### config.mk
export PLATFORM = sky130hd
export DESIGN_NAME = uart_rx_framer
export DESIGN_NICKNAME = d
export VERILOG_FILES = /design/src/rtl/uart_pkg.sv /design/src/rtl/gap_timer.sv /design/src/rtl/uart_rx_framer.sv
export SDC_FILE = /design/constraint.sdc
export NUM_CORES = 1
export LEC_CHECK = 0
export BUFFER_PORTS_ARGS = -buffer_cell sky130_fd_sc_hd__buf_2
export CORE_AREA = 2 2 223 225
export DETAILED_ROUTE_END_ITERATION = 8
export DIE_AREA = 0 0 225 227
export MAX_ROUTING_LAYER = met4
export PLACE_DENSITY = 0.69
export SLEW_MARGIN = 10
export SYNTH_ARGS = -nofsm -noshare
export SYNTH_HDL_FRONTEND = slang
export SYNTH_HIERARCHICAL = 1
export SYNTH_SLANG_ARGS = --single-unit
### constraint.sdc
create_clock -name clk_in -period 3.9 [get_ports clk_in]
set_clock_uncertainty 0.2 [all_clocks]
set_input_delay 0.195 -clock clk_in [delete_from_list [all_inputs] [get_ports clk_in]]
set_output_delay 0.195 -clock clk_in [all_outputs]
set_load 0.02 [all_outputs]
### src/rtl/uart_pkg.sv
// Shared types for the UART receive path: framer states, error causes, byte width.
package uart_pkg;

  localparam int unsigned BYTE_SIZE = 8;

  typedef enum logic [2:0] {
    StHunt    = 3'd0,
    StHeader  = 3'd1,
    StPayload = 3'd2,
    StCheck   = 3'd3,
    StHold    = 3'd4
  } state_e;

  typedef enum logic [1:0] {
    ERR_NONE    = 2'd0,
    ERR_LEN     = 2'd1,
    ERR_CSUM    = 2'd2,
    ERR_TIMEOUT = 2'd3
  } err_code_e;

endpackage

### src/rtl/gap_timer.sv
// Counts consecutive enabled cycles without a clear; flags the cycle that completes the limit.
module gap_timer #(
  parameter int unsigned TIMEOUT_CYCLES = 100000
) (
  input  logic clk_in,
  input  logic rst_in,
  input  logic clear,
  input  logic enable,
  output logic expired
);

  localparam int unsigned CntW = $clog2(TIMEOUT_CYCLES + 1);
  localparam logic [CntW-1:0] Last = CntW'(TIMEOUT_CYCLES - 1);
  localparam logic [CntW-1:0] Sat  = CntW'(TIMEOUT_CYCLES);

  logic [CntW-1:0] count_q, count_d;

  always_comb begin
    count_d = count_q;
    if (clear || !enable) begin
      count_d = '0;
    end else if (count_q != Sat) begin
      count_d = count_q + 1'b1;
    end
  end

  // Asserted while the cycle in progress is the last idle cycle allowed.
  assign expired = enable && !clear && (count_q >= Last);

  always_ff @(posedge clk_in) begin
    if (rst_in) begin
      count_q <= '0;
    end else begin
      count_q <= count_d;
    end
  end

endmodule

### src/rtl/uart_rx_framer.sv
// Assembles START/header/payload/checksum frames from a byte stream and holds each
// completed frame until the downstream consumer takes it.
module uart_rx_framer
  import uart_pkg::*;
#(
  parameter int unsigned HEADER_BYTES      = 4,
  parameter int unsigned MAX_PAYLOAD_BYTES = 64,
  parameter logic [7:0]  START_BYTE        = 8'hBB,
  parameter int unsigned TIMEOUT_CYCLES    = 100000
) (
  input  logic                               clk_in,
  input  logic                               rst_in,
  input  logic                               ll_valid_in,
  input  logic [BYTE_SIZE-1:0]               ll_byte_in,
  output logic                               ll_ready_out,
  output logic [BYTE_SIZE*HEADER_BYTES-1:0]  header_out,
  output logic [BYTE_SIZE*MAX_PAYLOAD_BYTES-1:0] message_out,
  output logic [BYTE_SIZE-1:0]               len_out,
  output logic                               valid_out,
  input  logic                               ctrl_ready_in,
  output logic                               err_out,
  output logic [1:0]                         err_code_out
);

  localparam int unsigned IdxW   = 16;
  localparam logic [7:0]  MaxLen = 8'(MAX_PAYLOAD_BYTES);

  state_e                               state_q, state_d;
  logic [BYTE_SIZE*HEADER_BYTES-1:0]      header_q, header_d;
  logic [BYTE_SIZE*MAX_PAYLOAD_BYTES-1:0] message_q, message_d;
  logic [BYTE_SIZE-1:0]                   len_q, len_d;
  logic [IdxW-1:0]                        idx_q, idx_d;
  logic [BYTE_SIZE-1:0]                   csum_q, csum_d;
  logic                                   valid_q, valid_d;
  logic                                   err_q, err_d;
  err_code_e                              code_q, code_d;
  logic                                   ready_q;

  logic consume;
  logic in_frame;
  logic expired;

  assign consume  = ll_valid_in && ready_q;
  assign in_frame = (state_q == StHeader) || (state_q == StPayload) || (state_q == StCheck);

  gap_timer #(
    .TIMEOUT_CYCLES(TIMEOUT_CYCLES)
  ) u_gap_timer (
    .clk_in (clk_in),
    .rst_in (rst_in),
    .clear  (consume),
    .enable (in_frame),
    .expired(expired)
  );

  always_comb begin
    state_d   = state_q;
    header_d  = header_q;
    message_d = message_q;
    len_d     = len_q;
    idx_d     = idx_q;
    csum_d    = csum_q;
    valid_d   = valid_q;
    err_d     = 1'b0;
    code_d    = code_q;

    case (state_q)
      StHunt: begin
        if (consume && ll_byte_in == START_BYTE) begin
          state_d = StHeader;
          idx_d   = '0;
          csum_d  = '0;
        end
      end
      StHeader: begin
        if (consume) begin
          for (int i = 0; i < HEADER_BYTES; i++) begin
            if (idx_q == IdxW'(i)) header_d[BYTE_SIZE*i +: BYTE_SIZE] = ll_byte_in;
          end
          csum_d = csum_q ^ ll_byte_in;
          if (idx_q == '0 && (ll_byte_in == '0 || ll_byte_in > MaxLen)) begin
            err_d   = 1'b1;
            code_d  = ERR_LEN;
            state_d = StHunt;
          end else if (idx_q == IdxW'(HEADER_BYTES - 1)) begin
            // With a one-byte header the length is the byte arriving now.
            len_d   = (idx_q == '0) ? ll_byte_in : header_q[BYTE_SIZE-1:0];
            idx_d   = '0;
            state_d = StPayload;
          end else begin
            idx_d = idx_q + 1'b1;
          end
        end
      end
      StPayload: begin
        if (consume) begin
          for (int i = 0; i < MAX_PAYLOAD_BYTES; i++) begin
            if (idx_q == IdxW'(i)) message_d[BYTE_SIZE*i +: BYTE_SIZE] = ll_byte_in;
          end
          csum_d = csum_q ^ ll_byte_in;
          if (idx_q + 1'b1 == IdxW'(len_q)) begin
            state_d = StCheck;
          end else begin
            idx_d = idx_q + 1'b1;
          end
        end
      end
      StCheck: begin
        if (consume) begin
          if (ll_byte_in == csum_q) begin
            valid_d = 1'b1;
            state_d = StHold;
          end else begin
            err_d   = 1'b1;
            code_d  = ERR_CSUM;
            state_d = StHunt;
          end
        end
      end
      StHold: begin
        if (ctrl_ready_in) begin
          valid_d = 1'b0;
          state_d = StHunt;
        end
      end
      default: state_d = StHunt;
    endcase

    // expired is only raised in a frame state on a cycle with no consumed byte.
    if (expired) begin
      err_d   = 1'b1;
      code_d  = ERR_TIMEOUT;
      state_d = StHunt;
    end
  end

  always_ff @(posedge clk_in) begin
    if (rst_in) begin
      state_q   <= StHunt;
      header_q  <= '0;
      message_q <= '0;
      len_q     <= '0;
      idx_q     <= '0;
      csum_q    <= '0;
      valid_q   <= 1'b0;
      err_q     <= 1'b0;
      code_q    <= ERR_NONE;
      ready_q   <= 1'b0;
    end else begin
      state_q   <= state_d;
      header_q  <= header_d;
      message_q <= message_d;
      len_q     <= len_d;
      idx_q     <= idx_d;
      csum_q    <= csum_d;
      valid_q   <= valid_d;
      err_q     <= err_d;
      code_q    <= code_d;
      ready_q   <= (state_d != StHold);
    end
  end

  assign ll_ready_out = ready_q;
  assign header_out   = header_q;
  assign message_out  = message_q;
  assign len_out      = len_q;
  assign valid_out    = valid_q;
  assign err_out      = err_q;
  assign err_code_out = code_q;

endmodule
# Yosys cells after proc, flatten, opt, wreduce, memory -nomap -nowiden
# Cells that the tools add are included.
dict set report op_classes {
  n_reduce_logical 93
  muxes 38
  eq_ne 85
  add_sub_neg 2
  bitwise 2
  n_lt_le_gt_ge 2
}
# operator n
set op_table {}
lappend op_table {{$eq A16 B6 Y1 const B} 32}
lappend op_table {{$eq A16 B5 Y1 const B} 16}
lappend op_table {{$reduce_and A3 Y1} 68}
lappend op_table {{$eq A16 B4 Y1 const B} 8}
lappend op_table {{$mux W16} 6}
lappend op_table {{$eq A16 B3 Y1 const B} 4}
lappend op_table {{$pmux W16 S3} 1}
lappend op_table {{$eq A16 B2 Y1 const B} 2}
lappend op_table {{$mux W3} 10}
lappend op_table {{$mux W8} 3}
lappend op_table {{$add A17 B1 Y17 const B} 1}
lappend op_table {{$ge A17 B17 Y1 const B} 1}
lappend op_table {{$ne A17 B17 Y1 const B} 1}
lappend op_table {{$add A16 B1 Y16 const B} 1}
lappend op_table {{$eq A16 B1 Y1 const B} 1}
lappend op_table {{$eq A16 B8 Y1} 1}
lappend op_table {{$logic_not A16 Y1} 1}
lappend op_table {{$pmux W8 S2} 1}
lappend op_table {{$pmux W3 S5} 1}
lappend op_table {{$ne A2 B2 Y1 const B} 7}
lappend op_table {{$ne A3 B3 Y1 const B} 4}
lappend op_table {{$mux W2} 5}
lappend op_table {{$eq A8 B8 Y1} 1}
lappend op_table {{$eq A8 B8 Y1 const B} 1}
lappend op_table {{23 further kinds} 45}
dict set report word_totals {
  elab_cells 299
  output_inout_bits 557
  register_bits 601
  inputBits 12
}

# Longest topological paths before layout
# Gate-level depths: netlist (run 1).
dict set report logic_depth {
  ltp_word 8
  ltp_mapped 11
  ltp_nobuf 8
}

# Cells and area by module
# Netlist (run 1), hierarchy kept.
# mod instances area_each_um2 cells_per_inst seq_area_each_um2
set modules_own_cells {}
lappend modules_own_cells {uart_rx_framer 1 21664.5 2810 11691.2}
lappend modules_own_cells {gap_timer 1 942.2 110 340.3}

# Least setup slack after synthesis (run 1)
# OpenSTA, ideal clock, no wires.
dict set report synth_timing {
  path_type {flip-flop to flip-flop}
  startpoint {reg idx_q[1]}
  endpoint {reg idx_q[1]}
  period_less_slack_ps 2721
  setup_time_ps 70
  arrival_time_ps 2451
  stages_incl_launch_ff 11
  slack_ps 1179
  n_path_buf 2
  required_ps 3630
  path_cell_list {dfxtp_1 ha_1 clkbuf_1 nor2_1 nor4b_1 a221oi_1 a22oi_1 and4b_1 buf_6 or4b_1 a21oi_1}
}
dict set report synth_via {
  elab_chain_len 5
  elab_cells_between_ends 14
  classes_between {1 x add/sub; 4 x eq/ne; 6 x mux; 3 x reduce/logical}
}
# element line_no
set synth_rtl {}
lappend synth_rtl {{from (decl)} uart_rx_framer.sv:32} ;# logic [IdxW-1:0] idx_q, idx_d;
lappend synth_rtl {{from (signal assigned)} uart_rx_framer.sv:154} ;# idx_q <= idx_d;
lappend synth_rtl {{parallel branches: the longest is 5 deep, another holds $add A16 B1 Y16} n/a}
# Several ways; the timed one is not identified. The select of a mux whose other input is x is not followed.
# A chain may end at the register's enable or synchronous reset.

# Worst setup path after layout (run 1)
dict set report layout_timing {
  startpoint {reg idx_q[10]}
  endpoint {reg message_q[192] (netlist: message_out[192])}
}
dict set report layout_via {
  elab_chain_len 2
}
# element line_no
set layout_rtl {}
lappend layout_rtl {{$eq A16 B5 Y1} uart_rx_framer.sv:98} ;# if (idx_q == IdxW'(i)) message_d[BYTE_SIZE*i +: BYTE_SIZE] = ll_byte_in;
lappend layout_rtl {{$reduce_and A3 Y1 (no line)} n/a}
lappend layout_rtl {{to (signal assigned)} uart_rx_framer.sv:152} ;# message_q <= message_d;
lappend layout_rtl {{to (decl)} uart_rx_framer.sv:30} ;# logic [BYTE_SIZE*MAX_PAYLOAD_BYTES-1:0] message_q, message_d;
# No other way between the ends.

==> impl_metrics.yaml, run 1 <==
outcome:
  outcome: "completed"
setup_path:
  worstPathArrival_ns: 3.89
  r2r_slack_ns: 0.36
  cp.required_ns: 4.25
  critPathLaunchType: "register"
  end_kind: "register"
  cp_max_fo: 16
  critical_path_class: "register to register"
timing:
  drv_slew: 0
  slew_headroom: 0.297
  hold_viol: 0
  rsz0062_at_grt: "false"
  whs_ns: 0.0532
  worst_pin_slew_ns: 1.05
  final.period_utilization: 0.907
  min_period_ns: 3.54
  setup_viol: 0
  finalSetupTns_ns: 0
  fmax_ghz: 0.283
die:
  core_area_mm2: 0.0485
  start_util: 0.466
  die-area_mm2: 0.0511
  chipHeight_um: 227
  ioPinCount: 569
  die_w_um: 225
  rows: 81
layout:
  drive_gt1_frac: 0.211
  fin_nets: 3442
  regArea_mm2: 0.0120
  fin_util: 0.581
  areaGrowthSynthToFinish_pct: 24.7
  fin_area_mm2: 0.0282
  multiInputGateArea_mm2: 0.00987
  n_fill_cell: 4417
grt:
  grt_overflow: 0
  antenna_found_initial: 2
  first_global_vias: 21472
  grt_max_degree: 168
  grt_pass1_wl_um: 130000
  grt_use_total: 0.344
hold_path:
  hp-class: "input port to register"
synthesis:
  seq_area_frac_synth: 0.532
  synth_nets: 2938
  yosys_warnings: 6
  synth_cell_types: 62
  synth_compound_area_frac: 0.146
  synth_seq_cells: 601
  syn_avg_cell_area_um2: 7.74
  ys.flop_type: "dfxtp_1"
  synth_top_family_by_area: "simple AND/OR/NAND/NOR gates"
  synth_cells: 2920
  synth.area.mux_share: 0.0212
  synth-xor-area-share: 0.00736
  synthSimpleGateAreaFrac: 0.257
  synth-edff-count: 0
  synth_area_mm2: 0.0226
  async_reset_ff_frac: 0
  synth_fa_ha_area_frac: 0.00332
route:
  viasPerCell: 5.62
  first_pass_iters: 6
  avgRoutedWirePerCell_um: 21.8
  routed_wl_um: 89300
  drc_errors: 0
  first_iter_violations: 2063
  antenna_left: 0
  routed-via-count: 23029
clock_network:
  cts_tree: "built"
  cts_setup_buffers: 0
  path_clk_slew_ns: 0.07
  cts_root_buffer: "clkbuf_16"
  ctsLongestPathBuffers: 3
  clk-insertion-delay-late_ns: 0.65
  htree_levels: 2
  numCtsBuffers: 60
  clock-sinks: 601
power:
  ir_drop_mv: 0.376
  power.leakage_nw: 11.2
  p_per_area_mw_per_mm2: 454
  fin_total_pwr_mw: 12.8
job:
  drv_cap: 0
placement:
  place.gp.congestion: 0.921
  dp_hpwl_um: 59700
  dpl_cell_area_mm2: 0.0259
  port_buffers: 568
flip-flops by register name, indices dropped and copies added, names as in the netlist:
| register | count |
|---|---|
| message_out | 512 |
| csum_q | 8 |
| len_out | 8 |
| idx_q | 16 |
| err_out | 1 |
| state_q | 3 |
| header_out | 32 |
| err_code_out | 2 |
| valid_out | 1 |
| ll_ready_out | 1 |
| u_gap_timer/count_q | 17 |
synthesized netlist by cell type (12+ instances only):
library cell  number  share of area
clkbuf_1         157          0.026
nor2_1           130          0.022
nand4_1           15         0.0042
and2_1            12         0.0033
o21ai_0           15         0.0033
a21oi_1          559           0.12
nand3b_1          13         0.0043
nand2_1         1150           0.19
inv_1             17         0.0028
nand3_1           26         0.0058
xnor2_1           12         0.0046
mux2i_1           40          0.018
dfxtp_1          601           0.53
report_power, final:
part	switching, mW	leakage (nW)	internal, mW
Clock	2.59	1.05	3.74
Sequential	0.000452	4.84	6.14
Combinational	0.274	5.29	0.0441
final cells by class:
| cell class | instances | share of cell area |
|---|---|---|
| Antenna cell | 1 | 0.0000888 |
| Clock buffer | 78 | 0.0585 |
| Clock inverter | 36 | 0.0186 |
| Inverter | 18 | 0.00240 |
| Multi-Input combinational cell | 2130 | 0.350 |
| Sequential cell | 601 | 0.427 |
| Tap cell | 622 | 0.0276 |
| Timing Repair Buffer | 613 | 0.116 |
worst max-delay path, cell delays in order, from the launching register on:
cell,delay [ns]
dfxtp_1,0.36
nor4_1,0.47
nand3_1,0.22
nor3_1,0.41
nand3b_1,0.68
nor2_1,0.80
nand2_1,0.13
a21oi_1,0.17
stage by stage:
step | std cells | setup WS (ns)
after CTS | 4098 | 0.167
after global placement | 3973 | 0.295
after detailed placement | 3973 | 0.197
after global routing | 4099 | 0.118
final | 4099 | 0.364
after floorplan | 2920 | 1.18
cell families after synthesis:
family,count (synthesis)
AO/OA/AOI/OAI,630
XOR/XNOR,19
adder cells (fa/ha/maj),6
buffers and inverters,189
flip-flops,601
multiplexers,47
AND/OR/NAND/NOR,1428
per-layer routing:
metal  vias up  wire length [µm]  global-route usage
met5         -                 0                   -
met4         0              4440               0.158
met3       246              9010              0.0894
met2      1169             40700               0.529
met1     10971             35100               0.423
li1      10643                 -                   -
cell usage in the layout, fill, tap and decap left out, drive strengths merged, types with 5 or more instances in the layout:
cell         count
mux2i           40
clkbuf          78
or3              5
xnor2           12
nor2b            6
and2            12
o41ai            7
nand2         1150
nand3b          13
a21oi          559
nor3            10
inv             23
buf            602
o31ai            6
mux2             7
clkinvlp         7
xor2             7
bufinv          11
ha               6
nand2b           7
clkinv          13
and3             9
nand3           26
o21ai           23
or4              9
dlygate4sd3     11
nand4           17
nor3b            5
o311ai          11
dfxtp          601
nor2           132
nor4            13
worst paths after layout:
path	end	cells after the start	from
hold reg to reg	message_out[410]	2	message_out[410]
hold / removal	message_out[40]	4	ll_byte_in[0]
setup / recovery	message_out[192]	7	idx_q[10]
setup reg to reg	message_out[192]	7	idx_q[10]
timing repair:
action                                  in CTS  in global routing
endpoints found under the setup margin       0                 13
hold endpoints to repair                   207                  0
hold buffers                                11                  0
gates resized for setup                      0                  2
(Power assumes the default switching activity.)
==> run 2, diff against run 1 <==
--- a/config.mk
+++ b/config.mk
@@ -10,7 +10,7 @@
 export DETAILED_ROUTE_END_ITERATION = 8
 export DIE_AREA = 0 0 225 227
 export MAX_ROUTING_LAYER = met4
-export PLACE_DENSITY = 0.69
+export PLACE_DENSITY = 0.71
 export SLEW_MARGIN = 10
 export SYNTH_ARGS = -nofsm -noshare
 export SYNTH_HDL_FRONTEND = slang
==> run 2 against run 1 <==
  * Sequential power about the same
  * Final cell count about the same
  * Combinational power about the same
  * Hold slack better by 0.041 ns
  * First-iteration DRC count up 0.78%
  * Utilization down 0.41 points
  * Critical path type unchanged
==> impl_metrics.yaml, run 2 (synthesized netlist as in run 1, its figures left out) <==
outcome:
  outcome: "completed"
route:
  avgRoutedWirePerCell_um: 21.3
  first_pass_iters: 5
  first_iter_violations: 2079
  viasPerCell: 5.50
  drc_errors: 0
  routed-via-count: 22542
  routed_wl_um: 87200
  antenna_left: 0
clock_network:
  numCtsBuffers: 60
  ctsLongestPathBuffers: 3
  cts_root_buffer: "clkbuf_16"
  ctsResizeCount: 0
  holdBufCountCts: 11
  clk-insertion-delay-late_ns: 0.64
  clock-sinks: 601
  cts_tree: "built"
  htree_levels: 2
  cts_setup_buffers: 0
  path_clk_slew_ns: 0.06
die:
  rows: 81
  die-area_mm2: 0.0511
  ioPinCount: 569
  core_area_mm2: 0.0485
  die_w_um: 225
  chipHeight_um: 227
  start_util: 0.466
setup_path:
  r2r_slack_ns: 0.29
  regToRegEndpoint: "idx_q[9]"
  crit_buf_inv: 0
  end_kind: "register"
  cp_max_fo: 16
  critPathLaunchType: "register"
  reg2reg_depth: 7
  worstPathArrival_ns: 3.92
  cp.required_ns: 4.21
  path_cells: "nand4_2 > nor3_1 > nor2b_1 > a31o_2 > and4b_1 > nand2b_1 > o41ai_1"
  timing.rr.start: "idx_q[5]"
  slowest_delay_ns: 0.69
  critical_path_class: "register to register"
  crit_slowest_cell: "dfxtp_1"
  crit_family: "simple AND/OR/NAND/NOR gates"
grt:
  antenna_found_initial: 1
  grt_max_degree: 207
  grt_pass1_wl_um: 127000
  grt_overflow: 0
  grt_use_total: 0.335
  first_global_vias: 20485
hold_path:
  min_delay_path_depth: 4
  hp-class: "input port to register"
  min-delay-start: "ll_byte_in[5]"
  hold-path-endpoint: "message_out[309]"
power:
  fin_total_pwr_mw: 12.1
  p_sw_frac: 0.225
  power.leakage_nw: 11.1
  cellInternalPower_mw: 9.41
  switchingPower_mw: 2.73
  p_seq_frac: 0.506
  pwr-share-clk: 0.468
  ir_drop_mv: 0.405
  p_per_area_mw_per_mm2: 434
  combPwrFrac: 0.026
placement:
  dpl_cell_area_mm2: 0.0259
  dp_hpwl_um: 57100
  port_buffers: 568
  place.gp.congestion: 0.920
timing:
  worst_pin_slew_ns: 1.08
  hold_viol: 0
  rsz0062_at_grt: "false"
  min_period_ns: 3.61
  final.period_utilization: 0.925
  drv_slew: 0
  setup_viol: 0
  fmax_ghz: 0.277
  finalSetupTns_ns: 0
  slew_headroom: 0.281
layout:
  fin_area_mm2: 0.0280
  fin_nets: 3449
  drive_gt1_frac: 0.210
  fin_util: 0.577
  largest_reg_flops: 512
  areaGrowthSynthToFinish_pct: 23.8
  final_common_cell: "nand2_1"
  final_cell_mix: "nand2_1 (1150), dfxtp_1 (601), buf_2 (560)"
  n_fill_cell: 4471
job:
  drv_cap: 0
==> run 2: how the worst max path moves through the flow <==
stage / startpoint / endpoint / slack [ns] / depth (start not counted)
after global routing: idx_q[5] / idx_q[3] / 0.08 / 7
final: idx_q[5] / idx_q[9] / 0.29 / 7
after CTS: idx_q[5] / idx_q[9] / 0.42 / 7
after floorplan: idx_q[1] / idx_q[1] / 1.18 / 10
after global placement: idx_q[5] / idx_q[4] / 0.51 / 7
after detailed placement: idx_q[5] / idx_q[9] / 0.43 / 7
==> run 2: worst reg2reg max path: cells and delay by family, from the launching register on <==
family	cells	cell delay [ns]
simple gates	5	1.98
flops	1	0.69
compound gates	2	0.61
==> run 2: power groups by stage <==
stage	sequential, mW	combinational (mW)	clock (mW)
floorplan	6.28	0.181	0
global placement	6.28	0.298	0
detailed placement	6.28	0.297	0
CTS	6.14	0.307	5.75
global route	6.14	0.324	5.96
finish	6.14	0.317	5.69
==> run 2: routing by layer <==
metal / up-vias / global-route usage / part of all wire
li1: 10656 / - / -
met1: 10628 / 0.420 / 0.41
met2: 1050 / 0.522 / 0.46
met3: 208 / 0.0785 / 0.090
met4: 0 / 0.137 / 0.041
met5: - / - / 0
==> run 2: cell type report <==
class                           instances  area (µm²)  share of cell area
Sequential cell                       601       12000               0.430
Multi-Input combinational cell       2130        9860               0.352
Timing Repair Buffer                  620        3310               0.118
Clock buffer                           93        1810              0.0645
Tap cell                              622         778              0.0278
Clock inverter                         15         124             0.00443
Inverter                               18        67.6             0.00241
Antenna cell                            1        2.50           0.0000894
==> run 2: metrics by stage <==
stage	worst slack, ns	hold slack (ns)	std cells
CTS	0.424	0.0501	4099
global route	0.0765	0.0783	4100
global placement	0.506	0.235	3980
detailed placement	0.427	0.240	3980
finish	0.293	0.0939	4100
floorplan	1.18	0.226	2920
